File: config.mk
export PLATFORM = sky130hd
export DESIGN_NAME = bcd_seq_conv
export DESIGN_NICKNAME = d
export VERILOG_FILES = /design/src/rtl/bcd_seq_conv.sv
export SDC_FILE = /design/constraint.sdc
export NUM_CORES = 1
export LEC_CHECK = 0
export ABC_AREA = 1
export BUFFER_PORTS_ARGS = -buffer_cell sky130_fd_sc_hd__buf_2
export CAP_MARGIN = 25
export CORE_MARGIN = 3
export CORE_UTILIZATION = 52
export DETAILED_ROUTE_END_ITERATION = 10
export PLACE_DENSITY_LB_ADDON = 0.12
export SETUP_SLACK_MARGIN = 0.5
export SLEW_MARGIN = 25
export SYNTH_ARGS = -nofsm -noshare
export SYNTH_HDL_FRONTEND = slang
export SYNTH_SLANG_ARGS = --single-unit
File: constraint.sdc
create_clock -name clk -period 1.4 [get_ports clk]
set_input_delay 0.14 -clock clk [delete_from_list [all_inputs] [get_ports clk]]
set_output_delay 0.14 -clock clk [all_outputs]
set_load 0.02 [all_outputs]
File: src/rtl/bcd_seq_conv.sv
// Iterative double-dabble binary-to-BCD converter with start/done handshake.
// Optional leading-zero blanking is enabled by defining BCD_BLANK_EN.
module bcd_seq_conv #(
  parameter int          IN_W       = 18,
  parameter int          DIGITS     = 6,
  parameter logic [3:0]  BLANK_CODE = 4'hA
) (
  input  logic                  clk,
  input  logic                  rst,
  input  logic                  i_start,
  input  logic [IN_W-1:0]       i_bin,
  output logic                  o_busy,
  output logic                  o_done,
  output logic [4*DIGITS-1:0]   o_bcd,
  output logic                  o_ovf
);

  localparam int BW = 4 * DIGITS;
  localparam int CW = $clog2(IN_W + 1);

`ifdef BCD_BLANK_EN
  localparam bit BLANK_EN = 1'b1;
`else
  localparam bit BLANK_EN = 1'b0;
`endif

  function automatic logic [63:0] pow10(input int n);
    logic [63:0] p;
    p = 64'd1;
    for (int k = 0; k < n; k++) p = p * 64'd10;
    return p;
  endfunction

  // Largest value representable in DIGITS decimal digits, fixed at elaboration.
  localparam logic [63:0] MAXV = pow10(DIGITS) - 64'd1;

  typedef enum logic [1:0] {S_IDLE, S_CONV, S_DONE} state_t;

  state_t          r_state;
  logic [IN_W-1:0] r_shift;
  logic [BW-1:0]   r_scr;
  logic [CW-1:0]   r_cnt;
  logic            r_ovf_pend;

  logic [63:0]     w_bin_ext;
  logic            w_ovf_in;
  logic [BW-1:0]   w_adj;
  logic [BW-1:0]   w_scr_nxt;
  logic [BW-1:0]   w_fmt;
  logic [BW-1:0]   w_res;
  logic            w_last;

  assign w_bin_ext = 64'(i_bin);
  assign w_ovf_in  = (w_bin_ext > MAXV);
  assign w_last    = (r_cnt == CW'(IN_W - 1));

  always_comb begin
    w_adj = r_scr;
    for (int d = 0; d < DIGITS; d++) begin
      if (r_scr[4*d +: 4] >= 4'd5) w_adj[4*d +: 4] = r_scr[4*d +: 4] + 4'd3;
    end
  end

  // Top scratch bit falls off; only meaningful when the value overflows.
  assign w_scr_nxt = {w_adj[BW-2:0], r_shift[IN_W-1]};

  always_comb begin
    logic lead;
    w_fmt = r_scr;
    lead  = 1'b1;
    if (BLANK_EN) begin
      for (int d = DIGITS - 1; d >= 1; d--) begin
        if (lead && (r_scr[4*d +: 4] == 4'd0)) w_fmt[4*d +: 4] = BLANK_CODE;
        else                                    lead = 1'b0;
      end
    end
  end

  assign w_res = r_ovf_pend ? {DIGITS{4'h9}} : w_fmt;

  always_ff @(posedge clk or negedge rst) begin
    if (!rst) begin
      r_state    <= S_IDLE;
      r_shift    <= '0;
      r_scr      <= '0;
      r_cnt      <= '0;
      r_ovf_pend <= 1'b0;
      o_busy     <= 1'b0;
      o_done     <= 1'b0;
      o_bcd      <= '0;
      o_ovf      <= 1'b0;
    end else begin
      o_done <= 1'b0;
      case (r_state)
        S_IDLE: begin
          o_busy <= 1'b0;
          if (i_start) begin
            r_shift    <= i_bin;
            r_scr      <= '0;
            r_cnt      <= '0;
            r_ovf_pend <= w_ovf_in;
            o_busy     <= 1'b1;
            r_state    <= S_CONV;
          end
        end
        S_CONV: begin
          r_scr   <= w_scr_nxt;
          r_shift <= r_shift << 1;
          r_cnt   <= r_cnt + CW'(1);
          if (w_last) r_state <= S_DONE;
        end
        S_DONE: begin
          // busy stays high through the done pulse; IDLE drops it next edge.
          o_bcd   <= w_res;
          o_ovf   <= r_ovf_pend;
          o_done  <= 1'b1;
          r_state <= S_IDLE;
        end
        default: r_state <= S_IDLE;
      endcase
    end
  end

endmodule
==> run_results.csv <==
group,metric,value,unit
global_routing,number_of_global_route_vias_before_repair,3075,
route,drtPass1Iterations,4,
placement,finalWeightedCongestion,0.793,
sta,setup_violations,0,
clock_tree,htreeDepth,3,
synth,syn_area,0.00379,sq mm
sta,finalClockSkew,8.24,ps
route,dr.first_iter.drc_count,156,
route,via_count,3470,
power_and_ir_drop,power-per-cell-area,2460,mW/mm^2
worst_setup_path,worstPathArrival,1550,ps
placement,port_buffers,46,
cells_and_area,seq_area,0.00188,sq mm
sta,drv_slew,0,
clock_tree,cts_sinks,75,
route,routedWlPerCell,15.1,um
synth,netlist_top_cells_area,"dfrtp_1, nand2_1, inv_1",
route,total_wire_length,9970,um
clock_tree,total_cts_buffers,9,
cells_and_area,finalNetCount,596,
synth,synth_fp_nets,487,
synth,yosys.cell_types.count,23,
floorplanning,rows,30,
job,maxcap_viol_count,0,
sta,achievable-frequency,796,MHz
sta,final-hold-violation-count,0,
synth,yosys_register_bits,75,
power_and_ir_drop,ir_worst_vdd,1.17,mV
worst_setup_path,slowest_stage_delay_cp,430,ps
worst_setup_path,crit_path_cell_trace,"inv_2, ha_4, inv_2, nand2_4, nand3_2, nand2_1, nand3_2, nand2_1",
placement,place_hpwl,4810,um
clock_tree,clkSlewWorstSetupHoldPaths,80,ps
clock_tree,cts_tree,"yes",
floorplanning,boundaryPins,48,
placement,post-place-cells,586,
floorplanning,die_x,91.4,um
worst_setup_path,crit_start_category,"flip-flop",
sta,min_period,1260,ps
floorplanning,die_area,0.00835,sq mm
floorplanning,core_area,0.00694,sq mm
global_routing,globalRouteOverflowTotal,0,
global_routing,grt_util_all_layers,22.0,%
worst_setup_path,cp-end-kind,"flip-flop",
global_routing,pin_count_of_the_biggest_net_entering_global_routing,49,
global_routing,grt_antenna_before_repair,0,
cells_and_area,nFillCells,435,
outcome,run_status,"finished, final reports clean",
worst_setup_path,worst-setup-path-type,"reg -> reg",
clock_tree,cts.root.buffer_cell,"clkbuf_8",
synth,avgSynthCellArea,8.39,sq um
synth,sequential_cell_area_fraction_in_the_yosys_report,49.5,%
route,drt_drc_violations_left,0,
synth,share_of_yosys_cell_area_claimed_by_the_top_area_cell_type,49.5,%
cells_and_area,final-instance-count-excl-fill,662,
clock_tree,clkLatencyLatePin,360,ps
cells_and_area,post_route_cells_drive_above_1_share,42.0,%
worst_setup_path,critical_path_maximum_fanout,4,
power_and_ir_drop,total_power,13500,uW
power_and_ir_drop,power_leakage,0.00278,uW
synth,yosysTopAreaCell,"dfrtp_1",
floorplanning,start_util,54.6,%
worst_setup_path,cp_slowest_cell,"dfrtp_1",
cells_and_area,area_growth,45.4,%
clock_tree,max-clock-path-buffers,2,
cells_and_area,antenna_cells,0,
min_path,min_path_type,"in -> reg",
synth,yosys_warnings,0,
route,vias_per_cell,5.24,
synth,syn_inst,452,
worst_setup_path,cp.required,1690,ps
floorplanning,dieHeight,91.4,um
worst_setup_path,worstPathBufferInverterCount,2,
route,drt.antenna.violating_nets,0,
worst_setup_path,critical-path-top-delay-family,"simple AND/OR/NAND/NOR gates",
sta,finalCritPeriodShare,89.8,%
sta,setup_repair_after_global_routing_missed_its_margin,"yes",
cells_and_area,total_area_of_multi_input_combinational_cells,0.00187,sq mm
global_routing,grt_first_pass_wirelength,14700,um
==> cells in the final DEF, fill, tap and decap left out, types with 4 or more instances in the layout <==
cell type    n
nand3_1     15
buf_6       32
ha_4         7
nand3_2     16
o21bai_1     5
o21ai_0     11
nand2_2     19
ha_1         6
buf_12       8
nand4_1     14
o21ai_1     42
nand2_1    118
inv_1       39
buf_4       49
o21ai_2     26
buf_2       19
nand2_4      4
dfrtp_1     72
inv_2       20
clkbuf_8    12
==> report_power, final <==
group	internal (uW)	leakage, uW	switching (uW)
sequential	3050	0.000934	709
combinational	3540	0.00172	4080
clock	1330	0.000133	832
total	7920	0.00278	5620
==> Yosys cell counts <==
master and n:
nor2_4 1, buf_4 2, nand2_1 141, o21ai_1 37, o21ai_4 1, o21ai_2 20
o21ai_0 22, clkbuf_1 1, nand3_1 32, o21bai_1 5, nor2_1 5, nand4_1 14
nor2_2 1, buf_2 6, ha_1 14, nand2_2 1, a21oi_1 1, inv_2 3
inv_1 58, buf_6 8, o22ai_1 3, conb_1 1, dfrtp_1 75
==> path summary, 6_finish.rpt <==
kind | startpoint | to | slack (ps) | cells after the start
worst max register to register | r_scr[8]$_DFFE_PN0P_ | r_scr[10]$_DFFE_PN0P_ | 140 | 8
min in group asynchronous | rst | o_bcd[4]$_DFFE_PN0P_ | 240 | 2
worst min register to register | r_scr[21]$_DFFE_PN0P_ | r_scr[21]$_DFFE_PN0P_ | 500 | 2
worst max-delay path | r_scr[8]$_DFFE_PN0P_ | r_scr[10]$_DFFE_PN0P_ | 140 | 8
max in group asynchronous | rst | r_scr[3]$_DFFE_PN0P_ | 650 | 3
worst min-delay path | i_bin[0] | r_shift[0]$_DFFE_PN0P_ | 30 | 3
==> stage by stage <==
| stage | setup TNS (ps) | worst slack [ps] | util, % | cell area, sq um | hold slack (ps) |
|---|---|---|---|---|---|
| final | 0 | 143 | 79.4 | 5510 | 33.7 |
| after global placement | 0 | 64.4 | 60.9 | 4230 | 87.7 |
| after floorplan | 0 | 245 | - | 3960 | -156 |
| after global routing | 0 | 81.2 | 79.4 | 5510 | 40.8 |
| after detailed placement | -0.997 | -0.997 | 60.9 | 4230 | 88.4 |
| after CTS | 0 | 209 | 72.8 | 5050 | 26.2 |
==> cell type report <==
class                   count  area share (%)
multi-input cells         299            33.9
well taps                  96            2.18
inverters                  61            4.54
repair buffers            113            19.9
flip-flops and latches     75            34.1
clock inverters             4            1.72
clock buffers              12            3.00
repair inverters            2           0.658
==> cell families after synthesis <==
| kind of cell | synth area share, % |
|---|---|
| buf+inv | 9.70 |
| fa+ha+maj | 4.62 |
| compound gates | 14.5 |
| other cells | 0.0989 |
| flops | 49.5 |
| simple gates | 21.6 |
==> timing repair <==
action                                  CTS  global route
endpoints found under the setup margin   99           100
pin swaps                                 2            32
buffers inserted                         30            23
resized for setup                        74            61
hold buffers                              1             0
gates cloned                              4             2
endpoints found under the hold margin    24             0
==> flip-flops by register name, summed over array words and instances (netlist names) <==
register	count
o_bcd	24
o_busy	1
o_done	1
r_cnt	5
r_scr	24
r_shift	18
r_state	2
==> routing by layer <==
layer	GRT usage, %	part of all wire [%]	vias up
met5	0	0	-
met4	9.05	2.6	0
met3	3.48	4.1	20
met2	35.8	52	88
met1	29.3	41	1670
li1	-	-	1692
==> worst min-delay path: stages <==
cell and delay, ps:
buf_2 80, nand3_1 80, o21ai_2 60
Power figures use the tool's default switching activity.
